`config.mk`:
```
export PLATFORM = sky130hd
export DESIGN_NAME = uart_tx_arbiter
export DESIGN_NICKNAME = d
export VERILOG_FILES = /design/src/rtl/uart_tx_arbiter.sv
export SDC_FILE = /design/constraint.sdc
export NUM_CORES = 1
export LEC_CHECK = 0
export CORE_UTILIZATION = 30
export DETAILED_ROUTE_END_ITERATION = 16
export RECOVER_POWER = 25
export REMOVE_ABC_BUFFERS = 1
export SYNTH_ARGS = -nofsm -noshare
export SYNTH_HDL_FRONTEND = slang
export SYNTH_SLANG_ARGS = --single-unit
```
`constraint.sdc`:
```
create_clock -name clk -period 2.07 [get_ports clk]
set_clock_uncertainty 0.2 [all_clocks]
set_input_delay 0.414 -clock clk [delete_from_list [all_inputs] [get_ports clk]]
set_output_delay 0.414 -clock clk [all_outputs]
set_load 0.1 [all_outputs]
```
`src/rtl/uart_tx_arbiter.sv`:
```
// Round-robin arbiter sharing one UART transmitter between NUM_REQ word sources.
// Each grant sends an optional {4'hA, id} header byte, then the latched word MSB first.
module uart_tx_arbiter #(
  parameter int unsigned NUM_REQ    = 4,
  parameter int unsigned WORD_BYTES = 4,
  parameter bit          HEADER_EN  = 1'b1
) (
  input  logic                            clk,
  input  logic                            rst_n,
  input  logic [NUM_REQ-1:0]              req,
  input  logic [NUM_REQ*8*WORD_BYTES-1:0] req_data,
  output logic [NUM_REQ-1:0]              req_ack,
  output logic [7:0]                      tx_byte,
  output logic                            tx_start,
  input  logic                            tx_busy,
  output logic                            grant_valid,
  output logic [3:0]                      grant_id
);

  localparam int unsigned W          = 8 * WORD_BYTES;
  localparam int unsigned IdW        = $clog2(NUM_REQ);
  localparam int unsigned TotalBytes = WORD_BYTES + (HEADER_EN ? 1 : 0);
  localparam int unsigned CntW       = $clog2(TotalBytes + 1);

  typedef enum logic [2:0] {
    StIdle,
    StLatch,
    StStart,
    StWaitBusy,
    StWaitDone,
    StAck
  } state_e;

  state_e          state_q, state_d;
  logic [IdW-1:0]  rr_q, gid_q, pick_id;
  logic            pick_found;
  logic [IdW:0]    scan_idx;
  logic [W-1:0]    shreg_q;
  logic [CntW-1:0] cnt_q;
  logic            tx_start_q;
  logic            hdr_byte;
  logic [7:0]      cur_byte;

  // First pending requester at or after rr_q, wrapping modulo NUM_REQ.
  always_comb begin
    pick_found = 1'b0;
    pick_id    = '0;
    scan_idx   = '0;
    for (int unsigned j = 0; j < NUM_REQ; j++) begin
      scan_idx = {1'b0, rr_q} + (IdW + 1)'(j);
      if (scan_idx >= (IdW + 1)'(NUM_REQ)) begin
        scan_idx = scan_idx - (IdW + 1)'(NUM_REQ);
      end
      if (!pick_found && req[scan_idx[IdW-1:0]]) begin
        pick_found = 1'b1;
        pick_id    = scan_idx[IdW-1:0];
      end
    end
  end

  // The header goes out while the byte counter still holds the full packet length.
  assign hdr_byte = HEADER_EN && (cnt_q == CntW'(TotalBytes));
  assign cur_byte = hdr_byte ? {4'hA, grant_id} : shreg_q[W-1 -: 8];
  assign grant_id = 4'(gid_q);
  assign tx_start = tx_start_q;

  always_ff @(posedge clk or negedge rst_n) begin
    if (!rst_n) begin
      state_q    <= StIdle;
      rr_q       <= '0;
      gid_q      <= '0;
      shreg_q    <= '0;
      cnt_q      <= '0;
      tx_start_q <= 1'b0;
    end else begin
      state_q    <= state_d;
      tx_start_q <= (state_q == StStart) && !tx_busy;
      case (state_q)
        StIdle: begin
          if (pick_found) gid_q <= pick_id;
        end
        StLatch: begin
          shreg_q <= req_data[gid_q * W +: W];
          cnt_q   <= CntW'(TotalBytes);
        end
        StWaitDone: begin
          if (!tx_busy) begin
            if (!hdr_byte) shreg_q <= shreg_q << 8;
            cnt_q <= cnt_q - 1'b1;
          end
        end
        StAck: begin
          rr_q <= (gid_q == IdW'(NUM_REQ - 1)) ? '0 : gid_q + 1'b1;
        end
        default: ;
      endcase
    end
  end

  always_comb begin
    state_d = state_q;
    unique case (state_q)
      StIdle:     if (pick_found) state_d = StLatch;
      StLatch:    state_d = StStart;
      StStart:    if (!tx_busy) state_d = StWaitBusy;
      StWaitBusy: if (tx_busy) state_d = StWaitDone;
      StWaitDone: begin
        if (!tx_busy) state_d = (cnt_q == CntW'(1)) ? StAck : StStart;
      end
      StAck:      state_d = StIdle;
      default:    state_d = StIdle;
    endcase
  end

  always_comb begin
    grant_valid = 1'b0;
    req_ack     = '0;
    tx_byte     = '0;
    case (state_q)
      StLatch: grant_valid = 1'b1;
      StStart, StWaitBusy, StWaitDone: begin
        grant_valid = 1'b1;
        tx_byte     = cur_byte;
      end
      StAck:   req_ack[gid_q] = 1'b1;
      default: ;
    endcase
  end

endmodule

```
==> results of run 1 <==
==> power breakdown <==
| group | internal, mW | switching (mW) | total (mW) |
|---|---|---|---|
| clock network | 0.391 | 0.291 | 0.681 |
| registers | 1.26 | 0.304 | 1.56 |
| logic | 2.38 | 2.84 | 5.22 |
| total | 4.03 | 3.44 | 7.46 |
==> per-stage QoR <==
step	TNS (ns)	setup WS (ns)	utilization	cells	total power, mW
5_1_grt	-0.963	-0.120	0.516	603	7.93
4_1_cts	-0.406	-0.0603	0.515	601	7.53
2_1_floorplan	-50.50	-2.17	-	280	4.72
3_5_place_dp	0	0.0252	0.491	588	6.62
6_report	-0.250	-0.0510	0.516	603	7.46
3_3_place_gp	0	0.0645	0.491	588	6.54
==> flip-flops by register name, indices dropped and copies added (netlist names) <==
signal and cells:
cnt_q 3, shreg_q 32, gid_q 2, rr_q 2, state_q 3, tx_start 1
==> kinds of logic (layout without fill, tap and decap cells) <==
group,count (synthesis),in the layout,share of synthesized area
muxes,37,37,0.266
and+or+nand+nor,107,107,0.155
other,1,2,0.00119
AOI/OAI and AO/OA,75,75,0.140
xor gates and xnor gates,1,1,0.00277
buffers and inverters,35,196,0.0708
DFF,43,43,0.340
adders and majority gates,6,6,0.0237
==> layer usage <==
metal	wire, um	GRT usage
met3	525	0.0349
met1	3580	0.190
met4	72	0.0372
met5	0	0
met2	4630	0.302
==> cell usage in the layout (no fill, tap or decap), drive strengths merged, types with 2 or more instances in the layout <==
master         count
a21oi             55
a31oi              2
and2               2
and3               9
buf               44
clkbuf             7
clkdlybuf4s50    133
conb               2
dfrtp             43
ha                 6
inv                9
mux2               3
mux2i              2
mux4              32
nand2             47
nand2b             2
nand3              9
nor2              30
nor4               2
o21a               2
o21ai              5
o22a               2
o22ai              3
==> layout make-up <==
type	instances	area, sq um	area share
clock buffer	6	82.6	0.0156
clock inverter	2	35.0	0.00660
inverter	9	33.8	0.00636
multi-input combinational	228	1950	0.368
sequential	43	1080	0.203
tap	136	170	0.0321
timing repair buffer	179	1960	0.368
==> final timing paths <==
path                       depth (start not counted)  slack [ns]        from           to
max                                                6       -0.05    cnt_q[1]   tx_byte[1]
min                                                2        0.28  shreg_q[4]   shreg_q[4]
max reg2reg                                        7        0.16  state_q[2]  shreg_q[15]
min reg2reg                                        2        0.28  shreg_q[4]   shreg_q[4]
max in group asynchronous                          3        0.62       rst_n   state_q[2]
min in group asynchronous                          2        0.45       rst_n      rr_q[1]
==> timing repair <==
action                     4_1_cts  5_1_grt
hold endpoints to repair        20        0
setup endpoints to repair       12       12
pin swaps                        4        2
resized for setup               23        0
hold buffers                     1        0
setup buffers                    4        2
==> critical path, delay by kind of cell, from the launching register on <==
kind,cells,cell delay [ns]
DFF,1,0.38
buffers and inverters,2,0.26
muxes,1,0.18
adders and majority gates,1,0.16
AOI/OAI and AO/OA,1,0.16
and+or+nand+nor,1,0.07
==> flow_summary_export.csv, run 1 <==
group,metric,value,unit
run_status,status,"finished, violations left",
run_status,violations,"setup timing",
finish,drive_above_1_share,0.206,
setup_path,critPathMaxFanout,7,
clock_tree,cts_sinks,43,
logic_synthesis,syn_inst,305,
sta,fmax,471,MHz
logic_synthesis,ys_seq_elements,43,
sta,hold_viol,0,
clock_tree,tritoncts.num_buffers,5,
sta,rsz0062_at_grt,"yes",
grt,grt_pass1_wl,14200,um
finish,nNetsFinal,607,
grt,overflow,0,
floorplanning,die_area,11000,sq um
drt,drtAntennaViolNets,0,
placement,portBuffers,150,
drt,drt_iter0_markers,64,
power_and_ir_drop,peakVddDrop,1.28,mV
grt,grt_max_degree,23,
logic_synthesis,ys_warn_count,0,
power_and_ir_drop,p_leak,2.22,nW
clock_tree,clk_latency,0.30,ns
finish,design_area,5310,sq um
setup_path,crit_chain,"inv_2 -> ha_4 -> nand2_8 -> mux2i_2 -> a21oi_2 -> buf_12",
sta,drv_slew,0,
grt,track_usage,0.163,
logic_synthesis,yosysMostFrequentCell,"a21oi_1",
drt,viasPerCell,4.96,
drt,drt_first_pass_iters,4,
floorplanning,core_area,10300,sq um
placement,dpl.hpwl,6920,um
logic_synthesis,synth-async-reset-ratio,1.00,
floorplanning,num_rows,37,
finish,area_growth,67.8,%
drt,finalWirelength,8800,um
logic_synthesis,synth-seq-area-share,0.340,
setup_path,arrival,1.51,ns
clock_tree,cts.reportedPaths.clkPinSlew,0.08,ns
hold_path,hold_class,"register to register",
logic_synthesis,synth.avg_cell_area,10.4,sq um
sta,worst_pin_slew,0.593,ns
sta,maxSlewHeadroom,0.604,
setup_path,critPathKind,"register to output pin",
sta,fin_crit,2.12,ns
floorplanning,die_h,105,um
grt,antenna_found_initial,0,
logic_synthesis,synth-main-ff-cell,"dfrtp_1",
drt,dr_total_vias,2990,
grt,grt_pass1_vias,3059,
logic_synthesis,synth_top_area_frac,0.340,
finish,insertedDiodeCount,0,
logic_synthesis,synth_cell_type_count,43,
run,cap_violations,0,
sta,period_share,1.02,
floorplanning,die_w,105,um
power_and_ir_drop,p_per_area,1410,nW/um^2
setup_path,startpoint_type,"register",
logic_synthesis,synth_area,3160,sq um
setup_path,crit_slowest_cell,"dfrtp_1",
logic_synthesis,synth_common_cells,"a21oi_1, nand2_1, dfrtp_1",
sta,whs,0.278,ns
finish,fillers,955,
sta,finalSetupViolCount,10,
drt,wl_per_cell,14.6,um
setup_path,end_kind,"output pin",
logic_synthesis,synth_largest_area_cell,"dfrtp_1",
clock_tree,cts-root-buf,"clkbuf_8",
placement,placed_cell_area,5040,sq um
clock_tree,cts_tree,"built",
floorplanning,io_pins,153,
setup_path,cp.required,1.46,ns
drt,drc,0,
sta,finalWorstSetupSlack,-0.0510,ns
placement,gp_congestion,0.785,
setup_path,critical_path.max_stage_delay,0.38,ns
clock_tree,cts.path.max_buffers,2,
logic_synthesis,yosys-top-cells-area,"dfrtp_1, mux4_1, mux4_2",
clock_tree,cts_max_level,2,
logic_synthesis,synth_edf_count,0,
floorplanning,start_util,0.308,
No activity file was read; power rests on OpenSTA's default activity.
==> run 2, diff against run 1 <==
--- a/config.mk
+++ b/config.mk
@@ -9,6 +9,7 @@
 export DETAILED_ROUTE_END_ITERATION = 16
 export RECOVER_POWER = 25
 export REMOVE_ABC_BUFFERS = 1
+export SETUP_SLACK_MARGIN = 0.1
 export SYNTH_ARGS = -nofsm -noshare
 export SYNTH_HDL_FRONTEND = slang
 export SYNTH_SLANG_ARGS = --single-unit
==> run 2 against run 1 <==
- die area unchanged
- cell area increased by 0.45%
- cell count unchanged
- worst setup slack got worse by 0.00098 ns
- fmax about the same
- the flow still finishes with violations (setup timing)
- via count decreased by 0.23%
- power increased by 1.1%
- global-route usage about the same
- flip-flop and latch count unchanged
==> flow_summary_export.csv, run 2 (same netlist as run 1, synthesis figures left out) <==
group,metric,value,unit
drt,drtAntennaViolNets,0,
sta,hold_viol,0,
placement,portBuffers,150,
floorplanning,io_pins,153,
finish,layout_common_cells,"clkdlybuf4s50_1, a21oi_1, nand2_1",
floorplanning,die_w,105,um
setup_path,critical_path.max_stage_delay,0.38,ns
finish,largest_register_ffs,32,
clock_tree,cts_max_level,2,
setup_path,worstRegToRegCells,7,
finish,fin_cells,603,
grt,grt_pass1_vias,3070,
sta,rsz0062_at_grt,"yes",
setup_path,startpoint_type,"register",
sta,drv_slew,0,
sta,fin_crit,2.12,ns
setup_path,critPathMaxFanout,7,
grt,antenna_found_initial,0,
setup_path,crit_slowest_cell,"dfrtp_1",
grt,track_usage,0.163,
drt,drt_iter0_markers,76,
finish,area_growth,68.6,%
clock_tree,cts.path.max_buffers,2,
setup_path,arrival,1.51,ns
placement,dpl.hpwl,6920,um
drt,finalWirelength,8840,um
setup_path,worstReg2RegEnd,"shreg_q[16]",
sta,fmax,471,MHz
power_and_ir_drop,p_leak,2.23,nW
sta,period_share,1.03,
sta,maxSlewHeadroom,0.606,
power_and_ir_drop,peakVddDrop,1.28,mV
finish,final_common_cell,"clkdlybuf4s50_1",
finish,insertedDiodeCount,0,
clock_tree,cts_sinks,43,
floorplanning,core_area,10300,sq um
setup_path,path_buf_inv,2,
clock_tree,clk_latency,0.30,ns
grt,overflow,0,
setup_path,path_delay_family,"flip-flops",
drt,drc,0,
sta,whs,0.277,ns
sta,finalSetupViolCount,9,
floorplanning,start_util,0.308,
sta,worst_pin_slew,0.591,ns
floorplanning,num_rows,37,
finish,regMostFlops,"shreg_q",
power_and_ir_drop,p_per_area,1420,nW/um^2
floorplanning,die_h,105,um
setup_path,cp.required,1.46,ns
clock_tree,cts.reportedPaths.clkPinSlew,0.08,ns
hold_path,min_delay_worst_endpoint,"shreg_q[4]",
sta,finalWorstSetupSlack,-0.0519,ns
drt,viasPerCell,4.95,
setup_path,crit_chain,"inv_2 -> ha_4 -> nand2_8 -> mux2i_2 -> a21oi_2 -> buf_12",
clock_tree,cts-root-buf,"clkbuf_8",
finish,drive_above_1_share,0.206,
finish,post-route-util,0.519,
setup_path,critPathKind,"register to output pin",
setup_path,r2r_setup_slack,0.18,ns
grt,grt_max_degree,23,
placement,gp_congestion,0.785,
run_status,status,"finished, violations left",
clock_tree,tritoncts.num_buffers,5,
finish,largest_registers,"shreg_q: 32 flops, cnt_q: 3 flops, state_q: 3 flops",
grt,grt_pass1_wl,14300,um
clock_tree,cts_tree,"built",
finish,nNetsFinal,607,
floorplanning,die_area,11000,sq um
run,cap_violations,0,
placement,dp_cells,588,
finish,fillers,953,
hold_path,hold_path_depth,2,
setup_path,reg2reg_from,"state_q[2]",
drt,dr_total_vias,2983,
drt,wl_per_cell,14.7,um
setup_path,end_kind,"output pin",
drt,drt_first_pass_iters,4,
hold_path,hold_class,"register to register",
run_status,violations,"setup timing",
hold_path,hold_start,"shreg_q[4]",
## run 2: area by class of cell
cell class	instances	area (sq um)	share of cell area
sequential	43	1080	0.203
clock inverter	2	35.0	0.00657
clock buffer	6	82.6	0.0155
inverter	9	33.8	0.00634
multi-input combinational	228	1960	0.368
tap	136	170	0.0319
timing repair buffer	179	1970	0.369
## run 2: how the worst max path moves through the flow
| stage | cells after the start | end | start |
|---|---|---|---|
| final | 6 | tx_byte[1] | cnt_q[1] |
| after global routing | 6 | tx_byte[1] | cnt_q[1] |
| after floorplan | 2 | tx_byte[0] | gid_q[0] |
| after CTS | 6 | tx_byte[1] | cnt_q[1] |
| after global placement | 4 | gid_q[0] | req[0] |
| after detailed placement | 4 | gid_q[0] | req[0] |
## run 2: tightest hold or removal path: cells and delay by family, from the launching register on
kind,cells,cell delay [ns]
flops,1,0.35
simple gates,2,0.10
## run 2: metrics by stage
step           power [mW]  setup WS, ns  setup TNS (ns)  area [sq um]
2_1_floorplan        4.72         -2.17          -50.50          2980
3_3_place_gp         6.54        0.0645               0          5040
3_5_place_dp         6.62        0.0252               0          5040
4_1_cts              7.58       -0.0603          -0.406          5310
5_1_grt              8.00        -0.120          -0.971          5330
6_report             7.55       -0.0519          -0.236          5330
## run 2: layer usage
layer  up-vias  share of wire  track usage
met4         0         0.0081       0.0372
met1      1418           0.41        0.190
met2       110           0.52        0.303
li1       1450              -            -
met5         -              0            0
met3         5          0.059       0.0349
## run 2: timing repair
item,CTS,global route
resized for setup,24,2
hold buffers,1,0
hold endpoints to repair,20,0
cloned,0,0
pin swaps,4,3
buffers inserted,4,2
setup endpoints to repair,14,33
## run 2: report_power, final
| part | switching, mW | internal, mW | total [mW] |
|---|---|---|---|
| registers | 0.301 | 1.26 | 1.56 |
| clock network | 0.291 | 0.391 | 0.682 |
| logic | 2.85 | 2.45 | 5.30 |
| total | 3.45 | 4.10 | 7.55 |
==> run 3, diff against run 2 <==
==> constraint.sdc (replaced) <==
create_clock -name clk -period 2.5 [get_ports clk]
set_clock_uncertainty 0.2 [all_clocks]
set_input_delay 0.5 -clock clk [delete_from_list [all_inputs] [get_ports clk]]
set_output_delay 0.5 -clock clk [all_outputs]
set_load 0.1 [all_outputs]
==> run 3 against run 2 <==
- register-to-register slack improved by 0.29 ns
- worst setup slack improved by 0.20 ns
- largest cell class is now multi-input gates
- critical endpoint is now tx_byte[3]
- wire length is 1.9% lower
- sequential power down 18%
- utilization down 2.9 points
- cell count down 2.3%
- the flow now finishes without violations
- hold slack improved by 0.0096 ns
- non-clock buffer count is 14 lower
- flip-flop and latch count is the same
- via count down 1.3%
- critical path depth fell by 2
==> flow_summary_export.csv, run 3 (same netlist as run 1, synthesis figures left out) <==
group,metric,value,unit
run_status,status,"completed",
grt,overflow,0,
drt,wl_per_cell,14.7,um
sta,maxSlewHeadroom,0.421,
grt,track_usage,0.167,
floorplanning,core_area,10300,sq um
floorplanning,die_area,11000,sq um
clock_tree,cts-root-buf,"clkbuf_8",
setup_path,critPathMaxFanout,7,
hold_path,hold_class,"register to register",
placement,dp_cells,580,
drt,finalWirelength,8670,um
finish,largest_registers,"shreg_q: 32 flops, cnt_q: 3 flops, state_q: 3 flops",
floorplanning,die_h,105,um
grt,antenna_found_initial,0,
setup_path,critical_path.max_stage_delay,0.47,ns
sta,rsz0062_at_grt,"yes",
grt,grt_pass1_wl,14600,um
hold_path,hold_path_depth,2,
setup_path,arrival,1.66,ns
clock_tree,cts.path.max_buffers,2,
setup_path,end_kind,"output pin",
clock_tree,cts_setup_buffers,0,
finish,nNetsFinal,593,
clock_tree,tritoncts.num_buffers,5,
setup_path,cp.required,1.80,ns
power_and_ir_drop,p_per_area,1140,nW/um^2
drt,drt_iter0_markers,117,
setup_path,crit_cells,4,
sta,fmax,425,MHz
clock_tree,cts_max_level,2,
placement,gp_congestion,0.791,
finish,fin_cells,589,
clock_tree,clk_latency,0.30,ns
finish,final_common_cell,"clkdlybuf4s50_1",
setup_path,crit_chain,"nand2b_2 -> nand2_2 -> and3_1 -> buf_12",
drt,viasPerCell,5.00,
setup_path,worstRegToRegCells,7,
floorplanning,io_pins,153,
sta,drv_slew,0,
sta,finalSetupViolCount,0,
setup_path,crit_slowest_cell,"dfrtp_1",
sta,worst_pin_slew,0.869,ns
placement,portBuffers,150,
floorplanning,die_w,105,um
finish,largest_register_ffs,32,
placement,dpl.hpwl,6730,um
floorplanning,start_util,0.308,
floorplanning,num_rows,37,
placement,placed_cell_area,4900,sq um
clock_tree,cts_sinks,43,
setup_path,startpoint_type,"register",
sta,period_share,0.942,
finish,layout_common_cells,"clkdlybuf4s50_1, a21oi_1, nand2_1",
power_and_ir_drop,p_leak,2.11,nW
finish,design_area,5030,sq um
setup_path,path_delay_family,"simple AND/OR/NAND/NOR gates",
grt,grt_pass1_vias,3105,
grt,grt_max_degree,33,
drt,drtAntennaViolNets,0,
finish,area_growth,59.0,%
setup_path,critPathKind,"register to output pin",
drt,drt_first_pass_iters,4,
finish,insertedDiodeCount,0,
power_and_ir_drop,peakVddDrop,1.46,mV
drt,dr_total_vias,2945,
run,cap_violations,0,
sta,whs,0.287,ns
finish,drive_above_1_share,0.152,
finish,regMostFlops,"shreg_q",
clock_tree,cts_tree,"built",
clock_tree,cts.reportedPaths.clkPinSlew,0.09,ns
sta,fin_crit,2.36,ns
drt,drc,0,
sta,hold_viol,0,
setup_path,path_buf_inv,1,
[run 3: cell count changes in the layout (fill, tap and decap cells not counted), sizes merged]
| cell | previous run | this run |
|---|---|---|
| buf | 43 | 28 |
| bufbuf | 1 | 0 |
| bufinv | 1 | 0 |
| clkbuf | 7 | 8 |
| clkinvlp | 0 | 2 |
[run 3: timing repair]
action / in CTS / in global routing
pin swaps: 0 / 1
endpoints found under the hold margin: 4 / 0
setup endpoints to repair: 7 / 6
resized for setup: 6 / 4
hold buffers: 1 / 0
[run 3: worst reg2reg max path: cells and delay by family (launching register included)]
family                 cells  cell delay, ns
AND/OR/NAND/NOR            1            0.19
buffers and inverters      3            0.65
AO/OA/AOI/OAI              3            0.43
flip-flops                 1            0.47
[run 3: stage by stage]
stage / total power, mW / setup WS (ns) / utilization / setup TNS, ns
finish: 5.73 / 0.145 / 0.489 / 0
global route: 6.13 / 0.0869 / 0.489 / 0
CTS: 5.76 / 0.103 / 0.488 / 0
detailed placement: 5.26 / 0.269 / 0.477 / 0
global placement: 5.21 / 0.271 / 0.477 / 0
floorplan: 3.91 / -1.83 / - / -30.41
[run 3: per-layer routing]
| layer | vias to the layer above | global-route usage | routed length (um) |
|---|---|---|---|
| met5 | - | 0 | 0 |
| met4 | 0 | 0.0423 | 91 |
| met3 | 8 | 0.0349 | 512 |
| met2 | 100 | 0.300 | 4440 |
| met1 | 1419 | 0.202 | 3620 |
| li1 | 1418 | - | - |
[run 3: layout make-up]
| type | instances | area, sq um |
|---|---|---|
| clock buffers | 5 | 68.8 |
| clock inverters | 3 | 20.0 |
| multi-input cells | 228 | 1900 |
| inverters | 9 | 33.8 |
| flip-flops and latches | 43 | 1080 |
| fillers | 996 | 5250 |
| well taps | 136 | 170 |
| repair buffers | 165 | 1760 |
[run 3: power breakdown]
part	internal, mW	leakage (nW)	total [mW]	switching, mW
Sequential	1.04	0.498	1.28	0.238
Combinational	1.71	1.57	4.01	2.30
Clock	0.195	0.0402	0.450	0.255
Total	2.94	2.11	5.73	2.79
[run 3: final timing paths]
path | start | endpoint | slack [ns]
worst min register to register | shreg_q[4] | shreg_q[4] | 0.29
worst max register to register | state_q[2] | shreg_q[15] | 0.47
worst min-delay path | shreg_q[4] | shreg_q[4] | 0.29
max in group asynchronous | rst_n | gid_q[0] | 0.56
min in group asynchronous | rst_n | state_q[2] | 0.40
worst max-delay path | state_q[2] | tx_byte[3] | 0.14
